===== config.mk =====
export PLATFORM = sky130hd
export DESIGN_NAME = mem_data_unit
export DESIGN_NICKNAME = d
export VERILOG_FILES = /design/src/rtl/mem_data_unit.sv
export SDC_FILE = /design/constraint.sdc
export NUM_CORES = 1
export LEC_CHECK = 0
export BUFFER_PORTS_ARGS = -buffer_cell sky130_fd_sc_hd__buf_2
export CAP_MARGIN = 0
export CORE_AREA = 2 2 148 107
export CTS_CLUSTER_DIAMETER = 30
export DETAILED_ROUTE_END_ITERATION = 10
export DIE_AREA = 0 0 150 109
export PLACE_DENSITY = 0.67
export RECOVER_POWER = 50
export SETUP_SLACK_MARGIN = 0.4
export SYNTH_ARGS = -nofsm -noshare
export SYNTH_HDL_FRONTEND = slang
export SYNTH_SLANG_ARGS = --single-unit

===== constraint.sdc =====
create_clock -name clk -period 1.85 [get_ports clk]
set_input_delay 0.4625 -clock clk [delete_from_list [all_inputs] [get_ports clk]]
set_output_delay 0.4625 -clock clk [all_outputs]
set_load 0.02 [all_outputs]

===== src/rtl/mem_data_unit.sv =====
// Load/store data path for the multicycle core: one request/ready bus transaction per access,
// with byte-lane steering for stores, size/sign extension for loads, and fault reporting.
module mem_data_unit #(
    parameter int WAIT_LIMIT     = 255,
    parameter int WAIT_CNT_WIDTH = 8
) (
    input  logic        clk,
    input  logic        rstn,
    input  logic        start,
    input  logic        is_store,
    input  logic [2:0]  funct3,
    input  logic [31:0] addr,
    input  logic [31:0] store_data,
    output logic        mem_req,
    output logic        mem_we,
    output logic [31:0] mem_addr,
    output logic [3:0]  mem_wstrb,
    output logic [31:0] mem_wdata,
    input  logic [31:0] mem_rdata,
    input  logic        mem_ready,
    output logic [31:0] data_buf,
    output logic        busy,
    output logic        done,
    output logic [1:0]  fault
);

    typedef enum logic [1:0] {S_IDLE, S_REQ, S_DONE} state_t;

    localparam logic [WAIT_CNT_WIDTH-1:0] LIMIT = WAIT_CNT_WIDTH'(WAIT_LIMIT);

    state_t                    r_state;
    logic [2:0]                r_funct3;
    logic [1:0]                r_off;
    logic [WAIT_CNT_WIDTH-1:0] r_cnt;
    logic                      r_req;
    logic                      r_we;
    logic [31:0]               r_addr;
    logic [3:0]                r_wstrb;
    logic [31:0]               r_wdata;
    logic [31:0]               r_data_buf;
    logic                      r_done;
    logic [1:0]                r_fault;

    logic                      w_illegal;
    logic                      w_misal;
    logic [3:0]                w_wstrb;
    logic [31:0]               w_wdata;
    logic [7:0]                w_byte;
    logic [15:0]               w_half;
    logic [31:0]               w_load;
    logic [WAIT_CNT_WIDTH-1:0] w_cnt_nxt;

    assign w_cnt_nxt = r_cnt + 1'b1;

    // Illegal funct3 takes priority over misalignment when both apply.
    always_comb begin
        w_illegal = 1'b0;
        w_misal   = 1'b0;
        if (is_store)
            w_illegal = funct3[2] || (funct3[1:0] == 2'b11);
        else
            w_illegal = (funct3 == 3'b011) || (funct3[2:1] == 2'b11);
        if (funct3[1:0] == 2'b01)
            w_misal = addr[0];
        else if (funct3[1:0] == 2'b10)
            w_misal = (addr[1:0] != 2'b00);
    end

    always_comb begin
        w_wstrb = 4'b0000;
        w_wdata = 32'h0;
        if (is_store) begin
            case (funct3[1:0])
                2'b00: begin
                    w_wdata = {4{store_data[7:0]}};
                    w_wstrb = 4'b0001 << addr[1:0];
                end
                2'b01: begin
                    w_wdata = {2{store_data[15:0]}};
                    w_wstrb = 4'b0011 << addr[1:0];
                end
                default: begin
                    w_wdata = store_data;
                    w_wstrb = 4'b1111;
                end
            endcase
        end
    end

    always_comb begin
        w_byte = mem_rdata[7:0];
        case (r_off)
            2'd1:    w_byte = mem_rdata[15:8];
            2'd2:    w_byte = mem_rdata[23:16];
            2'd3:    w_byte = mem_rdata[31:24];
            default: w_byte = mem_rdata[7:0];
        endcase
        w_half = r_off[1] ? mem_rdata[31:16] : mem_rdata[15:0];
        case (r_funct3)
            3'b000:  w_load = {{24{w_byte[7]}}, w_byte};
            3'b001:  w_load = {{16{w_half[15]}}, w_half};
            3'b100:  w_load = {24'h0, w_byte};
            3'b101:  w_load = {16'h0, w_half};
            default: w_load = mem_rdata;
        endcase
    end

    always_ff @(posedge clk or negedge rstn) begin
        if (!rstn) begin
            r_state    <= S_IDLE;
            r_funct3   <= 3'b000;
            r_off      <= 2'b00;
            r_cnt      <= '0;
            r_req      <= 1'b0;
            r_we       <= 1'b0;
            r_addr     <= 32'h0;
            r_wstrb    <= 4'b0000;
            r_wdata    <= 32'h0;
            r_data_buf <= 32'h0;
            r_done     <= 1'b0;
            r_fault    <= 2'b00;
        end else begin
            case (r_state)
                S_IDLE: begin
                    if (start) begin
                        r_funct3 <= funct3;
                        r_off    <= addr[1:0];
                        if (w_illegal) begin
                            r_state <= S_DONE;
                            r_done  <= 1'b1;
                            r_fault <= 2'b10;
                        end else if (w_misal) begin
                            r_state <= S_DONE;
                            r_done  <= 1'b1;
                            r_fault <= 2'b01;
                        end else begin
                            r_state <= S_REQ;
                            r_req   <= 1'b1;
                            r_we    <= is_store;
                            r_addr  <= {addr[31:2], 2'b00};
                            r_wstrb <= w_wstrb;
                            r_wdata <= w_wdata;
                        end
                    end
                end
                S_REQ: begin
                    // Ready wins over a timeout landing on the same cycle.
                    if (mem_ready) begin
                        r_state <= S_DONE;
                        r_req   <= 1'b0;
                        r_done  <= 1'b1;
                        r_fault <= 2'b00;
                        r_cnt   <= '0;
                        if (!r_we)
                            r_data_buf <= w_load;
                    end else if ((WAIT_LIMIT != 0) && (w_cnt_nxt == LIMIT)) begin
                        r_state <= S_DONE;
                        r_req   <= 1'b0;
                        r_done  <= 1'b1;
                        r_fault <= 2'b11;
                        r_cnt   <= '0;
                    end else begin
                        r_cnt <= w_cnt_nxt;
                    end
                end
                S_DONE: begin
                    r_state <= S_IDLE;
                    r_done  <= 1'b0;
                    r_fault <= 2'b00;
                    r_cnt   <= '0;
                end
                default: r_state <= S_IDLE;
            endcase
        end
    end

    assign mem_req   = r_req;
    assign mem_we    = r_we;
    assign mem_addr  = r_addr;
    assign mem_wstrb = r_wstrb;
    assign mem_wdata = r_wdata;
    assign data_buf  = r_data_buf;
    assign busy      = (r_state != S_IDLE);
    assign done      = r_done;
    assign fault     = r_fault;

endmodule

# Word-level counts from Yosys, hierarchy flattened
# Index checks and enable logic that the tools add are counted.
# classes
n_bitwise	3
shift	2
mux	37
reduce_logical	16
add_sub_neg	1
n_eq_ne	19
# op_table
cell	count
$pmux W32 S4	1
$pmux W32 S2	1
$mux W32	1
$pmux W8 S3	1
$mux W2	10
$mux W16	1
$mux W8	2
$pmux W8 S2	1
$mux W1	13
$eq A2 B2 Y1 const B	6
$add A8 B1 Y8 const B	1
$eq A8 B8 Y1 const B	1
$pmux W4 S2	1
$reduce_and A4 Y1	2
$reduce_bool A2 Y1	4
$eq A2 B1 Y1 const B	3
$eq A3 B3 Y1 const B	2
$ne A2 B2 Y1 const B	3
$ne A3 B3 Y1 const B	2
$pmux W2 S3	1
$reduce_and A5 Y1	1
$logic_not A2 Y1	2
$mux W4	1
$pmux W2 S2	1
12 further kinds	16
# word_totals
output_inout_bits	106
ff_bits	118
inputBits	104
elab_cells	90

# Longest topological paths before layout
# Gate-level depths: netlist of the first run.
# depth
word_depth	7
depth_mapped	8
mapped_depth_nobuf	7

# Worst setup path after synthesis of the first run
# No wires, ideal clock.
# synth_path
kind	flip-flop to flip-flop
startpoint	register r_cnt[1]
endpoint	register r_fault[0], in the netlist fault[0]
n_path_buf	0
synth_period_minus_slack_ps	2023
required_time_ps	1725
slack_ps	-173
setup_time_ps	125
stages_incl_launch_ff	7
arrival_time_ps	1898
path_cell_list	dfrtp_1 ha_1 and3_1 mux2_2 a221oi_4 o21ai_2 mux2_4
# synth_between
elab_chain_len	4
# synth_rtl
item	line	rtl
start, declared	34	logic [WAIT_CNT_WIDTH-1:0] r_cnt;
start signal, assigned	163	r_cnt <= w_cnt_nxt;
$add A8 B1 Y8	53	assign w_cnt_nxt = r_cnt + 1'b1;
$eq A8 B8 Y1	156	end else if ((WAIT_LIMIT != 0) && (w_cnt_nxt == LIMIT)) begin
$ne A3 B3 Y1 (no source line)	-	
$reduce_and A4 Y1 (no source line)	-	
end signal, assigned	152	r_fault <= 2'b00;
end signal, assigned	160	r_fault <= 2'b11;
end signal, assigned	169	r_fault <= 2'b00;
end, declared	42	logic [1:0] r_fault;
# No other way between the ends.
# A chain may end at the register's enable or synchronous reset.

# Final worst setup path of the first run
# layout_path
startpoint	register r_state[1]
endpoint	register r_addr[23], in the netlist mem_addr[23]
# layout_between
elab_chain_len	2
# layout_rtl
item	line	rtl
start, declared	31	state_t r_state;
start signal, assigned	110	r_state <= S_IDLE;
start signal, assigned	129	r_state <= S_DONE;
start signal, assigned	133	r_state <= S_DONE;
$logic_not A2 Y1	123	case (r_state)
$reduce_and A4 Y1 (no source line)	-	
end signal, assigned	140	r_addr <= {addr[31:2], 2'b00};
end, declared	37	logic [31:0] r_addr;
# No other way between the ends.

==> results.cfg, run 1 <==
[worst_setup_path]
worstSetupPathType = register to register
crit_top_cell = buf_12
worstPathCellList = inv_1 -> ha_1 -> clkbuf_1 -> nand2_4 -> o21bai_4 -> buf_12 -> buf_6 -> buf_12 -> mux2_4
max_stage_delay_ns = 0.39
crit_path_start_kind = register
slowest_stage = dfrtp_1
arrival_ns = 2.27
worstPathMaxFanout = 7
crit_path_end_kind = register
cp.required_ns = 2.13

[synthesis]
synth_warnings = 0
synth_edf_count = 0
ys.flop_type = dfrtp_1
yosysTopAreaCell = dfrtp_1
synthDistinctLibCells = 50
synth_top_area_share = 0.517
synth-seq-cells = 118
ys_seq_area_frac = 0.517
synth.avg_cell_area_um2 = 9.73
syn_inst = 587
synth_area_um2 = 5710
synth-async-reset-ratio = 1.00
synthTopCellsByArea = dfrtp_1, mux2_2, nand2_1

[layout]
num_antenna_cells = 0
synthToLayoutAreaGrowth_pct = 76.9
num-fill-cells = 1140
drive_above_1_share = 0.594
fin_nets = 1013
seqCellArea_um2 = 2960
multi_input_area_um2 = 3540
finish.utilization = 0.672
finalInstanceArea_um2 = 10100

[placement]
post_dp_cell_area_um2 = 7330
gp_congestion = 0.808
port_buffers = 207
dp_hpwl_mm = 12.2

[detailed_routing]
firstDrtPassIters = 5
drc = 0
vias_per_cell = 5.20
wl_per_cell_um = 18.4
drt_iter0_drc = 328
antenna_left = 0
wl_mm = 20.6
vias = 5804

[floorplan]
die_height_um = 109
coreArea_um2 = 15000
die_width_um = 150
dieArea_um2 = 16400
rows = 38
ioPinCount = 210
start_util = 0.380

[power_and_ir_drop]
leakage_nw = 4.80
peakVddDrop_mv = 1.03
power_w = 0.0167
p_per_area_nw_per_um2 = 1660

[sta]
clock.fmax_mhz = 503
slew_violations = 0
worst_clock_skew_ns = 0.00910
tightestPinTransition_ns = 1.02
setup_violations = 55
relSlewSlack = 0.322
rsz0062_at_grt = true
period_share = 1.08
whs_ns = 0.284
hold_violations = 0
tns_ns = -4.89
fin_ws_ns = -0.139
min_period_ns = 1.99

[global_routing]
grt_use_total = 0.227
antenna_found_initial = 2
grt_pass1_wl_mm = 28.7
overflow = 0
grt_max_degree = 46
grt_pass1_vias = 5298

[flow_run]
max_cap_violations = 0

[outcome]
violations = setup timing
status = finished, violations left

[clock_network]
cts.sinks = 118
cts_tree = yes
cts_buffer_depth = 2
numCtsBuffers = 17
clkTransAtPathRegs_ns = 0.06
cts_root_buf = clkbuf_16
h-tree-depth = 4
insertion_delay_ns = 0.41

[worst_hold_path]
holdCritPathClass = primary input to register
==> layout make-up <==
class / instances / area share
inverters: 10 / 0.00434
flip-flops and latches: 118 / 0.293
clock inverters: 14 / 0.0173
well taps: 200 / 0.0248
clock buffers: 18 / 0.0435
repair buffers: 336 / 0.267
multi-input cells: 421 / 0.351
==> cell usage in the layout, fill, tap and decap left out, types with 4 or more instances in the layout <==
cell,synthesis,layout
buf_2,6,135
dfrtp_1,118,116
nand2_1,129,78
buf_4,2,77
buf_6,0,47
clkbuf_1,28,44
o21ai_2,1,42
mux2_4,2,36
nand2_4,0,35
mux2_2,60,26
nor2_1,29,25
clkbuf_16,0,22
a21oi_2,0,21
o21ai_0,79,19
nand2_2,0,16
o21ai_1,1,15
buf_16,0,13
mux2i_1,11,11
buf_12,0,9
inv_1,10,7
nor3_1,8,7
a31oi_1,7,6
a21oi_1,30,5
o21ai_4,0,5
o22ai_1,8,5
nand4_1,4,4
o2bb2ai_2,0,4
a21oi_4,0,4
clkinvlp_4,0,4
buf_8,0,4
==> sequential cells by signal, indices dropped and copies added, names as in the netlist <==
| name | flops |
|---|---|
| data_buf | 32 |
| done | 1 |
| fault | 2 |
| mem_addr | 30 |
| mem_req | 1 |
| mem_wdata | 32 |
| mem_we | 1 |
| mem_wstrb | 4 |
| r_cnt | 8 |
| r_funct3 | 3 |
| r_off | 2 |
| r_state | 2 |
==> stage by stage <==
stage / setup slack (ns) / cells
5_1_grt: -0.189 / 1117
3_5_place_dp: -0.136 / 991
2_1_floorplan: -0.0977 / 588
4_1_cts: -0.111 / 1072
6_report: -0.139 / 1117
3_3_place_gp: -0.109 / 991
==> synthesized netlist by cell type, types with 2 or more instances <==
master,n
nand2_1,129
dfrtp_1,118
o21ai_0,79
mux2_2,60
a21oi_1,30
nor2_1,29
clkbuf_1,28
mux2i_1,11
inv_1,10
nor3_1,8
o22ai_1,8
a31oi_1,7
buf_2,6
ha_1,5
o2bb2ai_1,5
nand4_1,4
nor2b_1,4
buf_1,3
nand2b_1,3
nand3_1,3
a211oi_1,2
buf_4,2
mux2_4,2
o21bai_1,2
o221ai_1,2
or4_1,2
xor2_1,2
==> final timing paths <==
kind                                from       endpoint  slack (ns)  cells past startpoint
max reg2reg                   r_state[1]   mem_addr[23]       -0.14                      9
max                           r_state[1]   mem_addr[23]       -0.14                      9
max in group asynchronous           rstn    data_buf[3]        0.10                      3
min in group asynchronous           rstn  mem_wdata[10]        0.75                      2
min reg2reg                mem_wdata[29]  mem_wdata[29]        0.50                      2
min                             addr[28]   mem_addr[28]        0.28                      2
==> per-layer routing <==
| metal | track usage | wire length [um] |
|---|---|---|
| met5 | 0 | 26 |
| met2 | 0.351 | 9620 |
| met3 | 0.0556 | 1500 |
| met4 | 0.0580 | 313 |
| met1 | 0.320 | 9090 |
==> repair_timing <==
action                     4_1_cts  5_1_grt
pin swaps                       69       43
cloned                          14        5
hold endpoints to repair        14        0
setup endpoints to repair      116      155
resized for setup              261      143
buffers inserted                34       40
hold buffers                     1        0
==> critical path: cells and delay by family (launching register included) <==
kind	cells	cell delay, ns
AOI/OAI and AO/OA	1	0.21
adders and majority gates	1	0.21
buffers and inverters	5	0.69
DFF	1	0.39
muxes	1	0.30
and+or+nand+nor	1	0.07
==> power breakdown <==
part           switching (W)  internal, W
Clock                0.00125      0.00217
Combinational        0.00463      0.00405
Sequential          0.000892      0.00375
==> cells by family (layout without fill, tap and decap cells) <==
kind of cell    count (synthesis)  count (layout)  synth area share
compound gates                146             146             0.148
xor+xnor                        2               2           0.00307
fa+ha+maj                       5               5            0.0110
buf+inv                        49             378            0.0348
flops                         118             118             0.517
mux                            73              73             0.143
other cells                     1               2          0.000657
simple gates                  193             193             0.142
(Power assumes the default switching activity.)
==> inputs of run 2 (changes only) <==
--- a/config.mk
+++ b/config.mk
@@ -5,7 +5,7 @@
 export SDC_FILE = /design/constraint.sdc
 export NUM_CORES = 1
 export LEC_CHECK = 0
-export BUFFER_PORTS_ARGS = -buffer_cell sky130_fd_sc_hd__buf_2
+export BUFFER_PORTS_ARGS = -buffer_cell sky130_fd_sc_hd__clkbuf_2
 export CAP_MARGIN = 0
 export CORE_AREA = 2 2 148 107
 export CTS_CLUSTER_DIAMETER = 30
==> run 2 against run 1 <==
The run still ends with setup timing left. Non-clock buffer count fell by 15. Critical path depth fell by 3. First-iteration DRC count fell by 6.4%. Fmax rose by 0.88%. Register-to-register slack improved by 0.02 ns. Largest cell class unchanged.
==> results.cfg, run 2 (synthesized netlist as in run 1, its figures left out) <==
[layout]
finalInstanceArea_um2 = 10000
stdcell_count = 1102
drive_above_1_share = 0.588
finish.utilization = 0.665
final_common_cell = clkbuf_2
fin_nets = 998
synthToLayoutAreaGrowth_pct = 75.1
num_antenna_cells = 0
layout_common_cells = clkbuf_2, dfrtp_1, nand2_1, buf_4, clkbuf_1

[placement]
post_dp_cell_area_um2 = 7280
port_buffers = 207
dpl_worst_slack_ns = -0.120
dp.cells = 985
gp_congestion = 0.814
dp_hpwl_mm = 11.9

[sta]
min_period_ns = 1.97
hold_violations = 0
period_share = 1.07
rsz0062_at_grt = true
tightestPinTransition_ns = 1.27
worst_clock_skew_ns = 0.0110
clock.fmax_mhz = 507
fin_ws_ns = -0.121
slew_violations = 0
relSlewSlack = 0.154
setup_violations = 10

[global_routing]
grt_max_degree = 69
grt_pass1_wl_mm = 29.5
grt_pass1_vias = 5394
antenna_found_initial = 0
grt_use_total = 0.235
overflow = 0

[power_and_ir_drop]
p_per_area_nw_per_um2 = 1690
peakVddDrop_mv = 0.946
p_int_w = 0.0100
power_switching_w = 0.00683
seqPwrFrac = 0.276
p_comb_frac = 0.525
p_sw_frac = 0.405
leakage_nw = 4.75
power_w = 0.0169
p_clk_frac = 0.199

[outcome]
violations = setup timing
status = finished, violations left

[detailed_routing]
drt_iter0_drc = 307
wl_mm = 20.4
vias_per_cell = 5.20
wl_per_cell_um = 18.5
vias = 5731
drc = 0
firstDrtPassIters = 4
antenna_left = 0

[worst_hold_path]
holdCritPathClass = primary input to register
min_from = addr[30]

[worst_setup_path]
worstPathMaxFanout = 5
crit_path_start_kind = register
critPathLaunch = r_cnt[1]
max_stage_delay_ns = 0.42
worstSetupPathType = register to register
crit_top_cell = mux2_4
cp.required_ns = 2.14
worstPathCellList = ha_2 -> and3_4 -> mux2_4 -> a221oi_4 -> o21ai_4 -> mux2_4
rr_startpoint = r_cnt[1]
slowest_stage = dfrtp_1
crit_path_end_kind = register
arrival_ns = 2.26

[clock_network]
h-tree-depth = 4
cts_buffer_depth = 2
cts-hold-fix-buffers = 0
cts.sinks = 118
cts_root_buf = clkbuf_16
insertion_delay_ns = 0.42
clkTransAtPathRegs_ns = 0.06
numCtsBuffers = 17
cts_tree = yes

[floorplan]
coreArea_um2 = 15000
dieArea_um2 = 16400
start_util = 0.380
rows = 38
die_height_um = 109
die_width_um = 150
ioPinCount = 210

[flow_run]
max_cap_violations = 0
## run 2: cell types whose count changed in the layout (fill, tap and decap cells not counted), moves of 6 or more
cell | before | now
buf_2 | 135 | 6
clkbuf_2 | 0 | 118
nand2_1 | 78 | 88
nand2_4 | 35 | 25
o21ai_1 | 15 | 21
## run 2: worst max-delay path, delay by kind of cell, from the launching register on
family	cells	cell delay, ns
fa+ha+maj	1	0.21
flops	1	0.42
simple gates	1	0.18
mux	2	0.63
compound gates	2	0.41
## run 2: metrics by stage
| step | TNS (ns) | hold slack, ns |
|---|---|---|
| finish | -0.681 | 0.279 |
| global route | -2.19 | 0.266 |
| CTS | -0.405 | 0.0397 |
| detailed placement | -0.646 | 0.470 |
| global placement | -0.483 | 0.461 |
| floorplan | -0.324 | 0.167 |
## run 2: layer usage
metal  share of wire  global-route usage  vias up
met5               0                   0        -
met4           0.012              0.0647        0
met3           0.071              0.0590       22
met2            0.47               0.356      219
met1            0.45               0.337     2828
li1                -                   -     2662
## run 2: worst paths after layout
check	depth (start not counted)	slack, ns	end
setup / recovery	6	-0.12	fault[0]
hold / removal	2	0.28	mem_addr[30]
setup reg to reg	6	-0.12	fault[0]
hold reg to reg	2	0.49	data_buf[15]
max in group asynchronous	2	0.64	data_buf[19]
min in group asynchronous	2	0.34	mem_wdata[9]
## run 2: power groups by stage
stage,logic (W),clock network [W],registers [W]
2_1_floorplan,0.00240,0,0.00575
3_3_place_gp,0.00571,0,0.00448
3_5_place_dp,0.00578,0,0.00452
4_1_cts,0.00731,0.00339,0.00456
5_1_grt,0.00942,0.00354,0.00479
6_report,0.00886,0.00335,0.00467
## run 2: cell type report
| cell class | count | area (um2) |
|---|---|---|
| clock buffers | 19 | 453 |
| fillers | 1159 | 5030 |
| repair buffers | 321 | 2610 |
| clock inverters | 13 | 146 |
| inverters | 10 | 43.8 |
| flip-flops and latches | 118 | 2960 |
| multi-input cells | 421 | 3530 |
| well taps | 200 | 250 |
## run 2: repair_timing
action	in CTS	in global routing
endpoints found under the hold margin	0	0
endpoints found under the setup margin	116	177
setup buffers	21	47
gates cloned	15	2
pin swaps	58	48
resized for setup	213	272
==> inputs of run 3 (changes only) <==
--- a/config.mk
+++ b/config.mk
@@ -5,12 +5,14 @@
 export SDC_FILE = /design/constraint.sdc
 export NUM_CORES = 1
 export LEC_CHECK = 0
+export ABC_AREA = 1
 export BUFFER_PORTS_ARGS = -buffer_cell sky130_fd_sc_hd__clkbuf_2
 export CAP_MARGIN = 0
-export CORE_AREA = 2 2 148 107
+export CORE_AREA = 2 2 148 106
+export CTS_BUF_LIST = sky130_fd_sc_hd__clkbuf_4
 export CTS_CLUSTER_DIAMETER = 30
 export DETAILED_ROUTE_END_ITERATION = 10
-export DIE_AREA = 0 0 150 109
+export DIE_AREA = 0 0 150 108
 export PLACE_DENSITY = 0.67
 export RECOVER_POWER = 50
 export SETUP_SLACK_MARGIN = 0.4
==> run 3 against run 2 <==
The flow still finishes with violations (setup timing). Final cell count is 13% higher. Utilization grew 4.7 points. Clock power fell by 35%. Clock skew up 0.010 ns. Via count increased by 12%. Hold slack got worse by 0.18 ns. Cell area rose by 4.3%. Die area is 0.92% lower. Sequential power grew 4%. Synthesized area fell by 0.83%. Global-route usage grew 1.2 points. Critical path type unchanged.
==> results.cfg, run 3 <==
[placement]
gp_congestion = 0.866
port_buffers = 207
dp_hpwl_mm = 12.2

[global_routing]
overflow = 0
grt_pass1_wl_mm = 31.3
grt_pass1_vias = 6027
grt_max_degree = 61
grt_use_total = 0.247
antenna_found_initial = 0

[power_and_ir_drop]
peakVddDrop_mv = 1.02
p_per_area_nw_per_um2 = 1660
leakage_nw = 5.25
power_w = 0.0173

[floorplan]
coreArea_um2 = 14600
ioPinCount = 210
rows = 37
die_width_um = 150
die_height_um = 108
start_util = 0.387
dieArea_um2 = 16200

[worst_setup_path]
rr_startpoint = r_state[1]
r2r_end = data_buf[0]
cp.depth = 13
worstPathMaxFanout = 8
cp.required_ns = 2.29
cp_num_buf_inv = 9
max_stage_delay_ns = 0.40
crit_path_start_kind = register
worstSetupPathType = register to register
rrSetupSlack_ns = -0.04
crit_path_end = data_buf[0]
critPathLaunch = r_state[1]
slowest_stage = dfrtp_1
worstPathCellList = inv_2 -> buf_4 -> buf_6 -> ha_4 -> inv_4 -> nor3_4 -> buf_6 -> buf_6 -> buf_12 -> buf_12 -> buf_6 -> o211ai_1 -> nand2_1
crit_family = buffers and inverters
arrival_ns = 2.33
crit_path_end_kind = register
rr_worst_depth = 13
crit_top_cell = buf_6

[sta]
setup_violations = 2
clock.fmax_mhz = 530
relSlewSlack = 0.433
worst_clock_skew_ns = 0.0212
min_period_ns = 1.89
period_share = 1.02
hold_violations = 0
rsz0062_at_grt = true
whs_ns = 0.0994
tightestPinTransition_ns = 0.851
fin_ws_ns = -0.0374
slew_violations = 0

[layout]
fin_nets = 1151
final_common_cell = nand2_1
drive_above_1_share = 0.543
synthToLayoutAreaGrowth_pct = 84.1
num_antenna_cells = 0
num-fill-cells = 1013
layout_common_cells = nand2_1, dfrtp_1, clkbuf_2, buf_4, nand2_2

[synthesis]
synth-seq-cells = 118
synth-async-reset-ratio = 1.00
synth_most_common_cell = nand2_1
synth-compound-area-share = 0.156
synthDistinctLibCells = 29
yosys.area_share.simple = 0.224
syn_inst = 706
yosys.area_share.adder = 0.0110
synth_area_um2 = 5660
synthTopCellsByArea = dfrtp_1, nand2_1, inv_1
ys.flop_type = dfrtp_1
yosysTopAreaCell = dfrtp_1
ys_seq_area_frac = 0.521
synthMuxAreaShare = 0
synth_common_cells = nand2_1, dfrtp_1, inv_1, o21ai_0, o21ai_1
synth_top_family_by_area = simple AND/OR/NAND/NOR gates
synth_xor_area_frac = 0
synth_top_area_share = 0.521
synth.avg_cell_area_um2 = 8.02
synth_edf_count = 0
synth_warnings = 0

[detailed_routing]
antenna_left = 0
wl_per_cell_um = 18.2
drt_iter0_drc = 404
vias = 6423
wl_mm = 22.7
vias_per_cell = 5.14
drc = 0
firstDrtPassIters = 5

[clock_network]
cts.sinks = 118
cts_tree = yes
cts_root_buf = clkbuf_4
h-tree-depth = 4
insertion_delay_ns = 0.55
numCtsBuffers = 17
clkTransAtPathRegs_ns = 0.13
cts_buffer_depth = 2

[outcome]
status = finished, violations left
violations = setup timing

[flow_run]
max_cap_violations = 0

[worst_hold_path]
holdCritPathClass = primary input to register
run 3: layout make-up:
class                           count  area [um2]  share of cell area
Sequential cell                   118        2960               0.284
Inverter                           75         328              0.0314
Tap cell                          195         244              0.0234
Timing Repair inverter              1        11.3             0.00108
Timing Repair Buffer              352        3550               0.341
Clock inverter                     15         191              0.0184
Multi-Input combinational cell    477        3010               0.289
Clock buffer                       17         128              0.0122
run 3: cells by family (layout without fill, tap and decap cells):
group | Yosys count | after routing
compound gates | 157 | 157
fa+ha+maj | 5 | 5
buf+inv | 112 | 460
flops | 118 | 118
other cells | 1 | 2
simple gates | 313 | 313
run 3: metal layers:
layer  vias to the layer above  GRT usage  routed length, um
met2                       323      0.404              11200
met4                         0     0.0681                447
met3                        53     0.0709               1880
met1                      3066      0.323               9130
met5                         -          0                  0
li1                       2981          -                  -
run 3: timing repair:
item | 4_1_cts | 5_1_grt
gates resized for setup | 208 | 330
cloned | 9 | 14
hold buffers | 1 | 0
pin swaps | 28 | 36
setup buffers | 53 | 44
setup endpoints to repair | 217 | 217
hold endpoints to repair | 118 | 0
run 3: worst reg2reg max path, cell delays in order, from the launching register on:
cell and delay (ns):
dfrtp_1 0.40, inv_2 0.07, buf_4 0.14, buf_6 0.11, ha_4 0.16, inv_4 0.06
nor3_4 0.03, buf_6 0.14, buf_6 0.11, buf_12 0.12, buf_12 0.14, buf_6 0.12
o211ai_1 0.10, nand2_1 0.10
run 3: metrics by stage:
stage	TNS (ns)	cell area [um2]	util	cells	setup WS, ns
after CTS	-0.00277	8890	0.608	1192	-0.00277
final	-0.0463	10400	0.713	1250	-0.0374
after global routing	-1.21	10400	0.713	1250	-0.0994
after global placement	0	7030	0.480	1097	0.142
after floorplan	0	5710	-	707	0.357
after detailed placement	0	7030	0.480	1097	0.0921
run 3: worst min-delay path by stage:
| stage | startpoint | end | slack [ns] | depth (start not counted) |
|---|---|---|---|---|
| detailed placement | mem_addr[3] | mem_addr[3] | 0.46 | 2 |
| CTS | addr[25] | mem_addr[25] | 0.07 | 3 |
| global placement | mem_addr[20] | mem_addr[20] | 0.45 | 2 |
| finish | addr[8] | mem_addr[8] | 0.1 | 3 |
| floorplan | rstn | data_buf[0] | 0.17 | 0 |
| global route | addr[24] | mem_addr[24] | 0.05 | 3 |
run 3: power breakdown:
part | switching (W) | total [W] | leakage, nW | internal (W)
combinational | 0.00504 | 0.0103 | 3.60 | 0.00526
clock | 0.00120 | 0.00217 | 0.166 | 0.000969
sequential | 0.00111 | 0.00486 | 1.48 | 0.00375
total | 0.00734 | 0.0173 | 5.25 | 0.00999
